### src/rtl/l1_stream_reader_pkg.sv
// l1_stream_reader_pkg: memory selects, layer-1 geometry and FSM states shared by the stream reader
package l1_stream_reader_pkg;
  localparam logic [2:0] CSEL_NONE = 3'b000;
  localparam logic [2:0] CSEL_L0   = 3'b001;
  localparam logic [2:0] CSEL_L1   = 3'b011;
  localparam int L1_ROWS  = 32;
  localparam int L1_COLS  = 32;
  localparam int L1_WORDS = L1_ROWS * L1_COLS;
  typedef enum logic [1:0] {IDLE, RUN, DRAIN} state_t;
endpackage

### src/rtl/l1_sync_fifo.sv
// l1_sync_fifo: synchronous FIFO with occupancy count; a read frees a slot for a same-cycle write
module l1_sync_fifo #(
  parameter int W = 8,
  parameter int D = 4
) (
  input  logic                 clk,
  input  logic                 reset,
  input  logic                 wr_en,
  input  logic [W-1:0]         wr_data,
  input  logic                 rd_en,
  output logic [W-1:0]         rd_data,
  output logic [$clog2(D):0]   count,
  output logic                 empty
);
  localparam int PW = $clog2(D);
  logic [W-1:0] mem [D];
  logic [PW:0] wr_ptr, rd_ptr;
  logic do_wr, do_rd;
  assign count   = wr_ptr - rd_ptr;
  assign empty   = count == '0;
  assign do_rd   = rd_en && !empty;
  assign do_wr   = wr_en && (count != (PW+1)'(D) || do_rd);
  assign rd_data = mem[rd_ptr[PW-1:0]];
  always_ff @(posedge clk or negedge reset)
    if (!reset) begin
      wr_ptr <= '0;
      rd_ptr <= '0;
    end else begin
      if (do_wr) wr_ptr <= wr_ptr + 1'b1;
      if (do_rd) rd_ptr <= rd_ptr + 1'b1;
    end
  always_ff @(posedge clk)
    if (do_wr) mem[wr_ptr[PW-1:0]] <= wr_data;
endmodule

### src/rtl/l1_stream_reader.sv
// l1_stream_reader: streams the layer-1 result memory in address order over valid/ready with
// credit-limited prefetch, row/frame tags and a running checksum
module l1_stream_reader
  import l1_stream_reader_pkg::*;
#(
  parameter int DW         = 20,
  parameter int AW         = 12,
  parameter int N_WORDS    = L1_WORDS,
  parameter int ROW_LEN    = L1_COLS,
  parameter int FIFO_DEPTH = 4
) (
  input  logic          clk,
  input  logic          reset,
  input  logic          start,
  output logic          busy,
  output logic          done,
  output logic          crd,
  output logic [AW-1:0] caddr_rd,
  input  logic [DW-1:0] cdata_rd,
  output logic [2:0]    csel,
  output logic          m_valid,
  input  logic          m_ready,
  output logic [DW-1:0] m_data,
  output logic          m_eol,
  output logic          m_last,
  output logic [31:0]   checksum
);
  localparam int CW = $clog2(FIFO_DEPTH) + 1;
  state_t state;
  logic [AW:0] rd_cnt;
  logic pend;
  logic [AW-1:0] pend_idx;
  logic [CW-1:0] count;
  logic [DW+1:0] head;
  logic empty, xfer, credit, tag_eol, tag_last;
  // reads already issued (crd) or returning (pend) will each claim a FIFO slot
  assign credit   = (CW+1)'(count) + (CW+1)'(crd) + (CW+1)'(pend) < (CW+1)'(FIFO_DEPTH);
  assign tag_eol  = (32'(pend_idx) % ROW_LEN) == ROW_LEN - 1;
  assign tag_last = 32'(pend_idx) == N_WORDS - 1;
  assign m_valid  = !empty;
  assign xfer     = m_valid && m_ready;
  assign m_data   = m_valid ? head[DW-1:0] : '0;
  assign m_eol    = m_valid && head[DW];
  assign m_last   = m_valid && head[DW+1];
  assign busy     = state != IDLE;
  l1_sync_fifo #(.W(DW + 2), .D(FIFO_DEPTH)) u_fifo (
    .clk     (clk),
    .reset   (reset),
    .wr_en   (pend),
    .wr_data ({tag_last, tag_eol, cdata_rd}),
    .rd_en   (xfer),
    .rd_data (head),
    .count   (count),
    .empty   (empty)
  );
  always_ff @(posedge clk or negedge reset)
    if (!reset) begin
      state    <= IDLE;
      rd_cnt   <= '0;
      crd      <= 1'b0;
      caddr_rd <= '0;
      csel     <= CSEL_NONE;
      pend     <= 1'b0;
      pend_idx <= '0;
      done     <= 1'b0;
      checksum <= '0;
    end else begin
      done     <= 1'b0;
      pend     <= crd;
      pend_idx <= caddr_rd;
      if (xfer) checksum <= checksum + 32'(m_data);
      case (state)
        IDLE: if (start) begin
          state    <= RUN;
          csel     <= CSEL_L1;
          crd      <= 1'b1;
          caddr_rd <= '0;
          rd_cnt   <= (AW+1)'(1);
          checksum <= '0;
        end
        RUN: begin
          crd <= 1'b0;
          if (rd_cnt == (AW+1)'(N_WORDS)) state <= DRAIN;
          else if (credit) begin
            crd      <= 1'b1;
            caddr_rd <= rd_cnt[AW-1:0];
            rd_cnt   <= rd_cnt + 1'b1;
          end
        end
        DRAIN: crd <= 1'b0;
        default: state <= IDLE;
      endcase
      if (xfer && m_last) begin
        state <= IDLE;
        csel  <= CSEL_NONE;
        done  <= 1'b1;
      end
    end
endmodule

### config.mk
export PLATFORM = sky130hd
export DESIGN_NAME = l1_stream_reader
export DESIGN_NICKNAME = d
export VERILOG_FILES = /design/src/rtl/l1_stream_reader_pkg.sv /design/src/rtl/l1_sync_fifo.sv /design/src/rtl/l1_stream_reader.sv
export SDC_FILE = /design/constraint.sdc
export NUM_CORES = 1
export LEC_CHECK = 0
export CAP_MARGIN = 20
export CORE_MARGIN = 4
export CORE_UTILIZATION = 50
export CTS_CLUSTER_DIAMETER = 40
export DETAILED_ROUTE_END_ITERATION = 8
export GPL_TIMING_DRIVEN = 0
export PLACE_DENSITY = 0.76
export RECOVER_POWER = 25
export SKIP_LAST_GASP = 1
export SLEW_MARGIN = 5
export SYNTH_ARGS = -nofsm -noshare
export SYNTH_HDL_FRONTEND = slang
export SYNTH_SLANG_ARGS = --single-unit
export TNS_END_PERCENT = 100
### constraint.sdc
create_clock -name clk -period 7.1 [get_ports clk]
set_input_delay 2.13 -clock clk [delete_from_list [all_inputs] [get_ports clk]]
set_output_delay 2.13 -clock clk [all_outputs]
set_load 0.02 [all_outputs]
Word level (Yosys, flattened, before mapping)
Memory sizes are Yosys's and may differ from the RTL's.
Index checks and enable logic that the tools add are counted.
Cells by class
  $add $sub $neg: 7
  $mul: 0
  divide/modulo/power cells: 0
  $lt $le $gt $ge: 1
  equal/unequal tests: 12
  shift operators: 0
  multiplexer cells: 26
  bitwise gates (word level): 0
  reduce and logical (&&, ||, !) cells: 19
Operator list (count)
  $mux W32: 3
  $mux W13: 3
  $mux W12: 3
  $add A32 B20 Y32: 1
  $pmux W13 S2: 1
  $pmux W12 S2: 1
  $mux W20: 1
  $add A13 B1 Y13 const B: 1
  $eq A13 B11 Y1 const B: 1
  $eq A12 B10 Y1 const B: 1
  $mux W3: 3
  $ne A3 B3 Y1 const B: 3
  $ne A2 B2 Y1 const B: 4
  $reduce_bool A2 Y1: 4
  $add A3 B1 Y3 const B: 2
  $logic_and A1 B1 Y1: 6
  $mux W1: 6
  $mux W2: 3
  $pmux W2 S3: 1
  $eq A5 B5 Y1 const B: 1
  $add A3 B1 Y4: 1
  $add A4 B1 Y4: 1
  $lt A4 B3 Y1 const B: 1
  $reduce_and A2 Y1: 2
  other kinds (11): 11
Storage, ports and cells
  register bits: 83
  latch bits: 0
  bits in writable memories: 88
  memory bits (read-only): 0
  input port bits: 24
  output and inout port bits: 73
  word-level logic and storage cells: 77
  memories kept: 1
Memory list
  u_fifo.mem: words 4, width 22, read ports 1, clocked after memory_dff 0, wr ports 1, RTL line l1_sync_fifo.sv:16  | logic [W-1:0] mem [D];

Longest topological paths before layout
Gate-level depths: netlist of run 1.
  depth in word-level cells: 9
  depth in mapped cells: 17
  depth with buffers taken out: 16

Cells and area by module
From an unflattened synthesis of run 1, not the netlist that was laid out.
Second synthesis, totals
  cell total of the unflattened synthesis: 648
  area total of the unflattened synthesis: 7945.1 sq um
By module, submodules not included
  l1_stream_reader: times used 1, cells an instance 492, area an instance 4317.9 sq um, seq. area each 1876.8 sq um
  l1_sync_fifo: times used 1, cells an instance 156, area an instance 3627.2 sq um, seq. area each 2792.7 sq um

Worst setup path before layout of run 1
No wires, ideal clock.
  path kind: register to output
  start: register u_fifo.wr_ptr[0]
  end: output m_data[1]
  arrival: 2.240 ns
  required time: 4.970 ns
  path slack: 2.730 ns
  stages on the path, launching flop included: 9
  path buffers: 1
  cell sequence: dfrtp_1 > inv_1 > ha_1 > fa_1 > xnor3_1 > and3_4 > inv_1 > clkbuf_1 > and2_1
On the way
  cells in the longest elaborated chain, start to end: 3
Ends and longest elaborated chain
  from (decl): RTL line l1_sync_fifo.sv:17  | logic [PW:0] wr_ptr, rd_ptr;
  from (signal assigned): RTL line l1_sync_fifo.sv:29  | if (do_wr) wr_ptr <= wr_ptr + 1'b1;
  $sub A3 B3 Y3: RTL line l1_sync_fifo.sv:19  | assign count = wr_ptr - rd_ptr;
  $logic_not A3 Y1: RTL line l1_sync_fifo.sv:20  | assign empty = count == '0;
  $mux W20: RTL line l1_stream_reader.sv:42  | assign m_data = m_valid ? head[DW-1:0] : '0;
  to (decl): RTL line l1_stream_reader.sv:23  | output logic [DW-1:0] m_data,
No other way between the ends.

Worst setup path in the final report of run 1
  start: register u_fifo.wr_ptr[0]
  end: output m_data[18]
Same word-level chain as after synthesis.

==> results.sh, run 1 <==
export IMPL_run_status="finished, violations left"
export IMPL_violations="max-capacitance violations, max-slew violations"
export IMPL_ys_seq_area_share_pct=59.9
export IMPL_post_cts_setup_buffers=0
export IMPL_crit_path_start_kind="register"
export IMPL_area_growth_pct=24.3
export IMPL_path_clk_slew_ps=60
export IMPL_drive_gt1_share_pct=9.04
export IMPL_die_area_mm2=0.0176
export IMPL_grt_max_degree=46
export IMPL_drtPass1Iterations=5
export IMPL_wire_per_inst_um=19.0
export IMPL_synth_seq_cells=169
export IMPL_antennaDiodeCount=0
export IMPL_synth_area_mm2=0.00779
export IMPL_synth_distinct_cells=53
export IMPL_antenna_found_initial=0
export IMPL_crit_required_ps=4970
export IMPL_yosys_warnings=0
export IMPL_layout_common_cells="clkdlybuf4s50_1 (94), edfxtp_1 (88), dfrtp_1 (81), nand2_1 (77), a21oi_1 (48)"
export IMPL_maxCapViolCount=2
export IMPL_vias=5489
export IMPL_r2r_slack_ps=2440
export IMPL_io_pins=97
export IMPL_ant_nets=0
export IMPL_fmax_mhz=176
export IMPL_syn_nets=686
export IMPL_finalSetupViolCount=0
export IMPL_postPlaceCellArea_mm2=0.00913
export IMPL_dp_hpwl_um=13600
export IMPL_postCtsHoldBufs=0
export IMPL_multiInputGateArea_mm2=0.00296
export IMPL_insertion_delay_ps=430
export IMPL_report_final_slew_viol_count=84
export IMPL_nFillCells=1138
export IMPL_worstMarginPinSlew_ps=2490
export IMPL_port_buffers=95
export IMPL_initial_core_util_pct=51.1
export IMPL_clock_sinks=169
export IMPL_route_detailed_drc=0
export IMPL_die_w_um=133
export IMPL_fin_skew_ps=16.1
export IMPL_tns_ps=0
export IMPL_syn_area_per_cell_um2=12.3
export IMPL_setup_slack_ps=1430
export IMPL_hp_class="register to register"
export IMPL_nNetsFinal=805
export IMPL_arrival_ps=3540
export IMPL_via_per_inst=5.64
export IMPL_grt_first_pass_wirelength_um=30000
export IMPL_ctsLongestPathBuffers=2
export IMPL_period_share_pct=79.8
export IMPL_totalWireLength_um=18500
export IMPL_hold_viol_final=0
export IMPL_gp_congestion=0.899
export IMPL_relSlewSlack_pct=-65.8
export IMPL_fin_crit_ps=5670
export IMPL_synth_cells=631
export IMPL_cts_resized=0
export IMPL_coreArea_mm2=0.0153
export IMPL_final_util_pct=63.5
export IMPL_holdPathStages=0
export IMPL_final_common_cell="clkdlybuf4s50_1"
export IMPL_drtIter0Drc=377
export IMPL_preCtsSetupSlack_ps=1880
export IMPL_htreeDepth=4
export IMPL_register_area_mm2=0.00467
export IMPL_worst_setup_path_type="register to output pin"
export IMPL_rows=45
export IMPL_die_h_um=133
export IMPL_cts_root_buf="clkbuf_16"
export IMPL_ys_dominant_reg_cell="edfxtp_1"
export IMPL_crit_path_end_kind="output pin"
export IMPL_grt_usage_pct=21.7
export IMPL_crit_fanout=10
export IMPL_rsz0062_at_grt="false"
export IMPL_stdcell_area_mm2=0.00969
export IMPL_first_global_vias=5779
export IMPL_r2r_cells=17
export IMPL_tritoncts="yes"
export IMPL_grt_ovfl_total=0
export IMPL_synthArstFlopShare_pct=47.9
export IMPL_synth_edff_count=88
export IMPL_cts_buffers=17
-- sequential cells by signal, summed over array words and instances (netlist names) --
signal and flops:
u_fifo.mem 88, csel 1, checksum 32, pend_idx 12
crd 1, u_fifo.wr_ptr 3, state 2, pend 1
rd_cnt 13, caddr_rd 12, u_fifo.rd_ptr 3, done 1
-- synth_stat cells (2+ instances only) --
cell type  instances  area, um^2
inv_1             16        60.1
nor4b_1            3        26.3
a21o_1             6        45.0
nand2_1           77         289
or3_1              8        50.1
a31oi_1            2        12.5
a21oi_1           48         240
xnor2_1           17         149
nor2b_1            4        25.0
mux4_2            22         495
nor4_1             2        12.5
xor2_1            15         131
nand3_1           22         110
and3_1            11        68.8
buf_2              4        20.0
o21ai_0           42         210
and2_1            29         181
dfrtp_1           81        2030
buf_1              2        7.51
nor3_1             9        45.0
o21bai_1           3        22.5
o211ai_1           3        22.5
nor3b_1            2        15.0
nand4_1            4        25.0
ha_1              29         363
clkbuf_1          16        60.1
fa_1               2        40.0
o2111ai_1          2        17.5
edfxtp_1          88        2640
nand2b_1           4        25.0
buf_4              2        15.0
nor2_1            35         131
-- worst paths after layout --
check,start,endpoint
hold reg to reg,caddr_rd[4]$_DFFE_PN0P_,pend_idx[4]$_DFF_PN0_
setup / recovery,u_fifo.wr_ptr[0]$_DFFE_PN0P_,m_data[18]
min in group asynchronous,reset,pend_idx[11]$_DFF_PN0_
max in group asynchronous,reset,checksum[10]$_DFF_PN0_
setup reg to reg,u_fifo.wr_ptr[0]$_DFFE_PN0P_,checksum[30]$_DFF_PN0_
hold / removal,caddr_rd[4]$_DFFE_PN0P_,pend_idx[4]$_DFF_PN0_
-- routing by layer --
layer	share of wire [%]	up-vias	GRT usage, %
met1	42	2733	28.2
met3	5.5	26	4.49
met2	51	197	36.1
met4	1.8	0	8.14
li1	-	2533	-
met5	0	-	0
-- cells by family after synthesis --
family                   Yosys count  synth area share, %
XOR/XNOR                          33                 3.89
buffers and inverters             40                 2.09
flip-flops                       169                 59.9
adder cells (fa/ha/maj)           31                 5.17
other                              1               0.0481
AND/OR/NAND/NOR                  215                 13.5
AO/OA/AOI/OAI                    119                 8.88
multiplexers                      23                 6.49
-- area by class of cell --
cell class | instances | area share (%)
plain buffers | 24 | 1.06
clock buffers | 20 | 4.61
clock inverters | 12 | 1.45
inverters | 16 | 0.620
multi-input cells | 422 | 30.6
flip-flops and latches | 169 | 48.2
well taps | 211 | 2.72
repair buffers | 100 | 10.8
-- worst max-delay path, stage by stage, from the launching register on --
cell	delay, ps
dfrtp_1	380
inv_1	110
ha_1	220
fa_1	400
xnor3_1	230
and3_4	220
inv_1	220
clkbuf_1	340
and2_1	330
clkdlybuf4s50_1	650
-- metrics by stage --
stage          instances  hold slack, ps
3_5_place_dp         942             398
3_3_place_gp         937             392
6_report             974             403
2_1_floorplan        631             447
4_1_cts              974             403
5_1_grt              974             414
Power of run 1 is left out: the tool's default activity adds up to more than one toggle a clock period on the data nets, which glitch-free logic cannot reach.
==> run 2: changes to the inputs <==
==> constraint.sdc (replaced) <==
create_clock -name clk -period 5.3 [get_ports clk]
set_input_delay 1.59 -clock clk [delete_from_list [all_inputs] [get_ports clk]]
set_output_delay 1.59 -clock clk [all_outputs]
set_load 0.02 [all_outputs]
==> results.sh, run 2 (synthesis gave the netlist of run 1 again) <==
export IMPL_tritoncts="yes"
export IMPL_drtPass1Iterations=5
export IMPL_coreArea_mm2=0.0153
export IMPL_wl_met2_um=9360
export IMPL_crit_path_start_kind="register"
export IMPL_postPlaceCellArea_mm2=0.00913
export IMPL_worst_setup_path_type="register to output pin"
export IMPL_crit_required_ps=3710
export IMPL_vias=5450
export IMPL_setup_slack_ps=173
export IMPL_path_clk_slew_ps=60
export IMPL_rows=45
export IMPL_r2r_cells=17
export IMPL_met1Wirelength_um=7760
export IMPL_r2r_slack_ps=630
export IMPL_wire_per_inst_um=19.0
export IMPL_timing_rr_end="checksum[30]$_DFF_PN0_"
export IMPL_nNetsFinal=805
export IMPL_arrival_ps=3540
export IMPL_first_global_vias=5779
export IMPL_top_layer="met4"
export IMPL_finalSetupViolCount=0
export IMPL_hold_viol_final=0
export IMPL_die_h_um=133
export IMPL_final_common_cell="clkdlybuf4s50_1"
export IMPL_drive_gt1_share_pct=9.04
export IMPL_preCtsSetupSlack_ps=617
export IMPL_report_final_slew_viol_count=84
export IMPL_via_per_inst=5.60
export IMPL_port_buffers=95
export IMPL_cts_root_buf="clkbuf_16"
export IMPL_route_met3_wl_um=1020
export IMPL_insertion_delay_ps=430
export IMPL_stdcell_area_mm2=0.00970
export IMPL_clock_sinks=169
export IMPL_ctsLongestPathBuffers=2
export IMPL_antenna_found_initial=0
export IMPL_crit_fanout=10
export IMPL_run_status="finished, violations left"
export IMPL_maxCapViolCount=2
export IMPL_regToRegStartpoint="u_fifo.wr_ptr[0]$_DFFE_PN0P_"
export IMPL_ant_nets=0
export IMPL_drtIter0Drc=370
export IMPL_hp_class="register to register"
export IMPL_die_area_mm2=0.0176
export IMPL_totalWireLength_um=18500
export IMPL_route_detailed_drc=0
export IMPL_die_w_um=133
export IMPL_fin_crit_ps=5130
export IMPL_hold_path_endpoint="pend_idx[4]$_DFF_PN0_"
export IMPL_whs_ps=403
export IMPL_relSlewSlack_pct=-40.6
export IMPL_grt_ovfl_total=0
export IMPL_antennaDiodeCount=0
export IMPL_gp_congestion=0.899
export IMPL_dp_hpwl_um=13600
export IMPL_initial_core_util_pct=51.1
export IMPL_postCtsHoldBufs=0
export IMPL_grt_usage_pct=21.7
export IMPL_fmax_mhz=195
export IMPL_io_pins=97
export IMPL_rsz0062_at_grt="false"
export IMPL_period_share_pct=96.7
export IMPL_largest_register_ffs=88
export IMPL_cts_buffers=17
export IMPL_grt_max_degree=46
export IMPL_htreeDepth=4
export IMPL_startpoint="u_fifo.wr_ptr[0]$_DFFE_PN0P_"
export IMPL_grt_first_pass_wirelength_um=30000
export IMPL_area_growth_pct=24.5
export IMPL_post_cts_setup_buffers=0
export IMPL_crit_path_end_kind="output pin"
export IMPL_holdPathStages=0
export IMPL_nFillCells=1138
export IMPL_fin_skew_ps=20.7
export IMPL_hp_start="caddr_rd[4]$_DFFE_PN0P_"
export IMPL_cts_resized=0
export IMPL_worstMarginPinSlew_ps=2110
export IMPL_violations="max-capacitance violations, max-slew violations"
export IMPL_layout_common_cells="clkdlybuf4s50_1 (94), edfxtp_1 (88), dfrtp_1 (81), nand2_1 (77), a21oi_1 (48)"
-- run 2: cell count changes in the layout (fill, tap and decap cells not counted), sizes merged --
cell,change
clkbuf,-1
dlymetal6s2s,+1
-- run 2: worst max-delay path by stage --
stage / endpoint / cells after the start
detailed placement: m_data[19] / 9
floorplan: checksum[12]$_DFF_PN0_ / 17
finish: m_data[18] / 9
global placement: checksum[6]$_DFF_PN0_ / 1
global route: m_data[11] / 9
CTS: m_data[19] / 9
-- run 2: through the flow --
| step | cells | setup TNS, ps | util (%) |
|---|---|---|---|
| finish | 974 | 0 | 63.6 |
| global route | 974 | 0 | 63.6 |
| floorplan | 631 | 0 | - |
| CTS | 974 | 0 | 63.7 |
| global placement | 937 | -17290 | 59.0 |
| detailed placement | 942 | 0 | 59.8 |
-- run 2: layout make-up --
type | instances | area (um^2) | share of cell area [%]
Buffer | 24 | 103 | 1.06
Clock inverter | 12 | 140 | 1.44
Timing Repair Buffer | 100 | 1050 | 10.9
Sequential cell | 169 | 4670 | 48.1
Multi-Input combinational cell | 422 | 2960 | 30.5
Clock buffer | 20 | 447 | 4.61
Inverter | 16 | 60.1 | 0.619
Tap cell | 211 | 264 | 2.72
-- run 2: layer usage --
layer  vias up  GRT usage [%]
li1       2532              -
met1      2709           28.2
met2       184           36.1
met3        25           4.49
met4         0           8.14
met5         -              0
-- run 2: worst max-delay path, stage by stage, from the launching register on --
cell and delay (ps):
dfrtp_1 380, inv_1 110, ha_1 230, fa_1 400, xnor3_1 230, and3_4 220
inv_1 220, clkbuf_1 340, and2_1 330, clkdlybuf4s50_1 650
Power of run 2 is left out for the same reason.
==> run 3: changes to the inputs <==
--- a/config.mk
+++ b/config.mk
@@ -6,7 +6,7 @@
 export NUM_CORES = 1
 export LEC_CHECK = 0
 export CAP_MARGIN = 20
-export CORE_MARGIN = 4
+export CORE_MARGIN = 5
 export CORE_UTILIZATION = 50
 export CTS_CLUSTER_DIAMETER = 40
 export DETAILED_ROUTE_END_ITERATION = 8
==> results.sh, run 3 (synthesis gave the netlist of run 1 again) <==
export IMPL_r2r_cells=13
export IMPL_tritoncts="yes"
export IMPL_postCtsHoldBufs=0
export IMPL_totalWireLength_um=18700
export IMPL_grt_max_degree=49
export IMPL_die_h_um=135
export IMPL_fin_skew_ps=7.79
export IMPL_cts_resized=0
export IMPL_drtIter0Drc=410
export IMPL_stdcell_area_mm2=0.00966
export IMPL_path_clk_slew_ps=60
export IMPL_preCtsSetupSlack_ps=578
export IMPL_report_final_slew_viol_count=35
export IMPL_postPlaceCellArea_mm2=0.00914
export IMPL_crit_path_end_kind="output pin"
export IMPL_die_area_mm2=0.0182
export IMPL_ant_nets=0
export IMPL_worst_setup_path_type="register to output pin"
export IMPL_grt_first_pass_wirelength_um=30200
export IMPL_fin_cells=974
export IMPL_grt_ovfl_total=0
export IMPL_cp_num_cells=9
export IMPL_area_growth_pct=24.0
export IMPL_largest_register_ffs=88
export IMPL_hold_viol_final=0
export IMPL_finalSetupViolCount=0
export IMPL_cts_root_buf="clkbuf_16"
export IMPL_use_met2_pct=36.5
export IMPL_grt_met3_usage_pct=5.07
export IMPL_nNetsFinal=805
export IMPL_layout_common_cells="clkdlybuf4s50_1 (94), edfxtp_1 (88), dfrtp_1 (81), nand2_1 (77), a21oi_1 (48)"
export IMPL_first_global_vias=5668
export IMPL_port_buffers=95
export IMPL_wire_per_inst_um=19.2
export IMPL_gp_congestion=0.927
export IMPL_grt_usage_pct=21.6
export IMPL_placedCellCount=942
export IMPL_drtPass1Iterations=4
export IMPL_route_detailed_drc=0
export IMPL_drive_gt1_share_pct=9.17
export IMPL_crit_required_ps=3710
export IMPL_ctsLongestPathBuffers=2
export IMPL_fin_crit_ps=5170
export IMPL_rsz0062_at_grt="false"
export IMPL_cts_buffers=17
export IMPL_worst_path_buf_inv=4
export IMPL_crit_path_start_kind="register"
export IMPL_hp_class="register to register"
export IMPL_relSlewSlack_pct=-17.8
export IMPL_rows=45
export IMPL_cp_common_cell="inv_1"
export IMPL_crit_fanout=10
export IMPL_htreeDepth=4
export IMPL_grt_use_met1_pct=27.9
export IMPL_antennaDiodeCount=0
export IMPL_worstPathCellList="inv_1, ha_1, fa_1, xnor3_1, and3_4, inv_1, clkbuf_1, and2_1, clkdlybuf4s50_1"
export IMPL_violations="max-capacitance violations, max-slew violations"
export IMPL_post_cts_setup_buffers=0
export IMPL_coreArea_mm2=0.0153
export IMPL_insertion_delay_ps=430
export IMPL_clock_sinks=169
export IMPL_dp_hpwl_um=13500
export IMPL_maxCapViolCount=1
export IMPL_setup_slack_ps=128
export IMPL_max_stage_delay_ps=640
export IMPL_run_status="finished, violations left"
export IMPL_cp_slowest_cell="clkdlybuf4s50_1"
export IMPL_period_share_pct=97.6
export IMPL_arrival_ps=3580
export IMPL_cpLargestDelayFamily="buffers and inverters"
export IMPL_fmax_mhz=193
export IMPL_vias=5421
export IMPL_final_common_cell="clkdlybuf4s50_1"
export IMPL_antenna_found_initial=0
export IMPL_holdPathStages=0
export IMPL_initial_core_util_pct=51.1
export IMPL_worstMarginPinSlew_ps=1770
export IMPL_busiest_layer="met2"
export IMPL_die_w_um=135
export IMPL_via_per_inst=5.57
export IMPL_io_pins=97
-- run 3: cell count changes in the layout (fill, tap and decap cells not counted) --
cell,before,now
clkinv_4,2,3
dlymetal6s2s_1,1,0
clkinv_2,1,0
clkinv_1,0,2
clkbuf_1,19,17
bufinv_16,2,0
inv_8,0,2
clkbuf_2,0,2
buf_16,3,4
clkbuf_8,1,0
buf_8,1,0
-- run 3: final timing paths --
path                                               from                      to  slack [ps]
min reg2reg                     caddr_rd[8]$_DFFE_PN0P_   pend_idx[8]$_DFF_PN0_         400
min                             caddr_rd[8]$_DFFE_PN0P_   pend_idx[8]$_DFF_PN0_         400
max reg2reg                u_fifo.rd_ptr[0]$_DFFE_PN0P_  checksum[30]$_DFF_PN0_         640
min in group asynchronous                         reset          done$_DFF_PN0_        1630
max                        u_fifo.wr_ptr[0]$_DFFE_PN0P_              m_data[19]         130
max in group asynchronous                         reset  checksum[13]$_DFF_PN0_        1640
-- run 3: routing by layer --
| metal | vias up | part of all wire [%] |
|---|---|---|
| met1 | 2708 | 43 |
| met2 | 142 | 51 |
| met4 | 0 | 1.9 |
| met5 | - | 0 |
| met3 | 29 | 4.7 |
| li1 | 2542 | - |
-- run 3: worst register-to-register path: cells and delay by family (launching register included) --
family,cells,cell delay (ps)
multiplexers,1,590
adder cells (fa/ha/maj),2,640
AND/OR/NAND/NOR,3,590
flip-flops,1,380
buffers and inverters,2,1030
AO/OA/AOI/OAI,5,1280
-- run 3: final cells by class --
type | count | area [um^2]
plain buffers | 24 | 104
clock buffers | 18 | 429
clock inverters | 14 | 114
fillers | 1138 | 5600
inverters | 16 | 60.1
multi-input cells | 422 | 2960
flip-flops and latches | 169 | 4670
well taps | 211 | 264
repair buffers | 100 | 1060
-- run 3: stage by stage --
stage / hold slack (ps) / setup TNS, ps / util, %
2_1_floorplan: 447 / 0 / -
3_3_place_gp: 382 / -16410 / 59.0
3_5_place_dp: 384 / 0 / 59.9
4_1_cts: 400 / 0 / 63.5
5_1_grt: 412 / 0 / 63.3
6_report: 397 / 0 / 63.3
Power of run 3 is left out for the same reason.
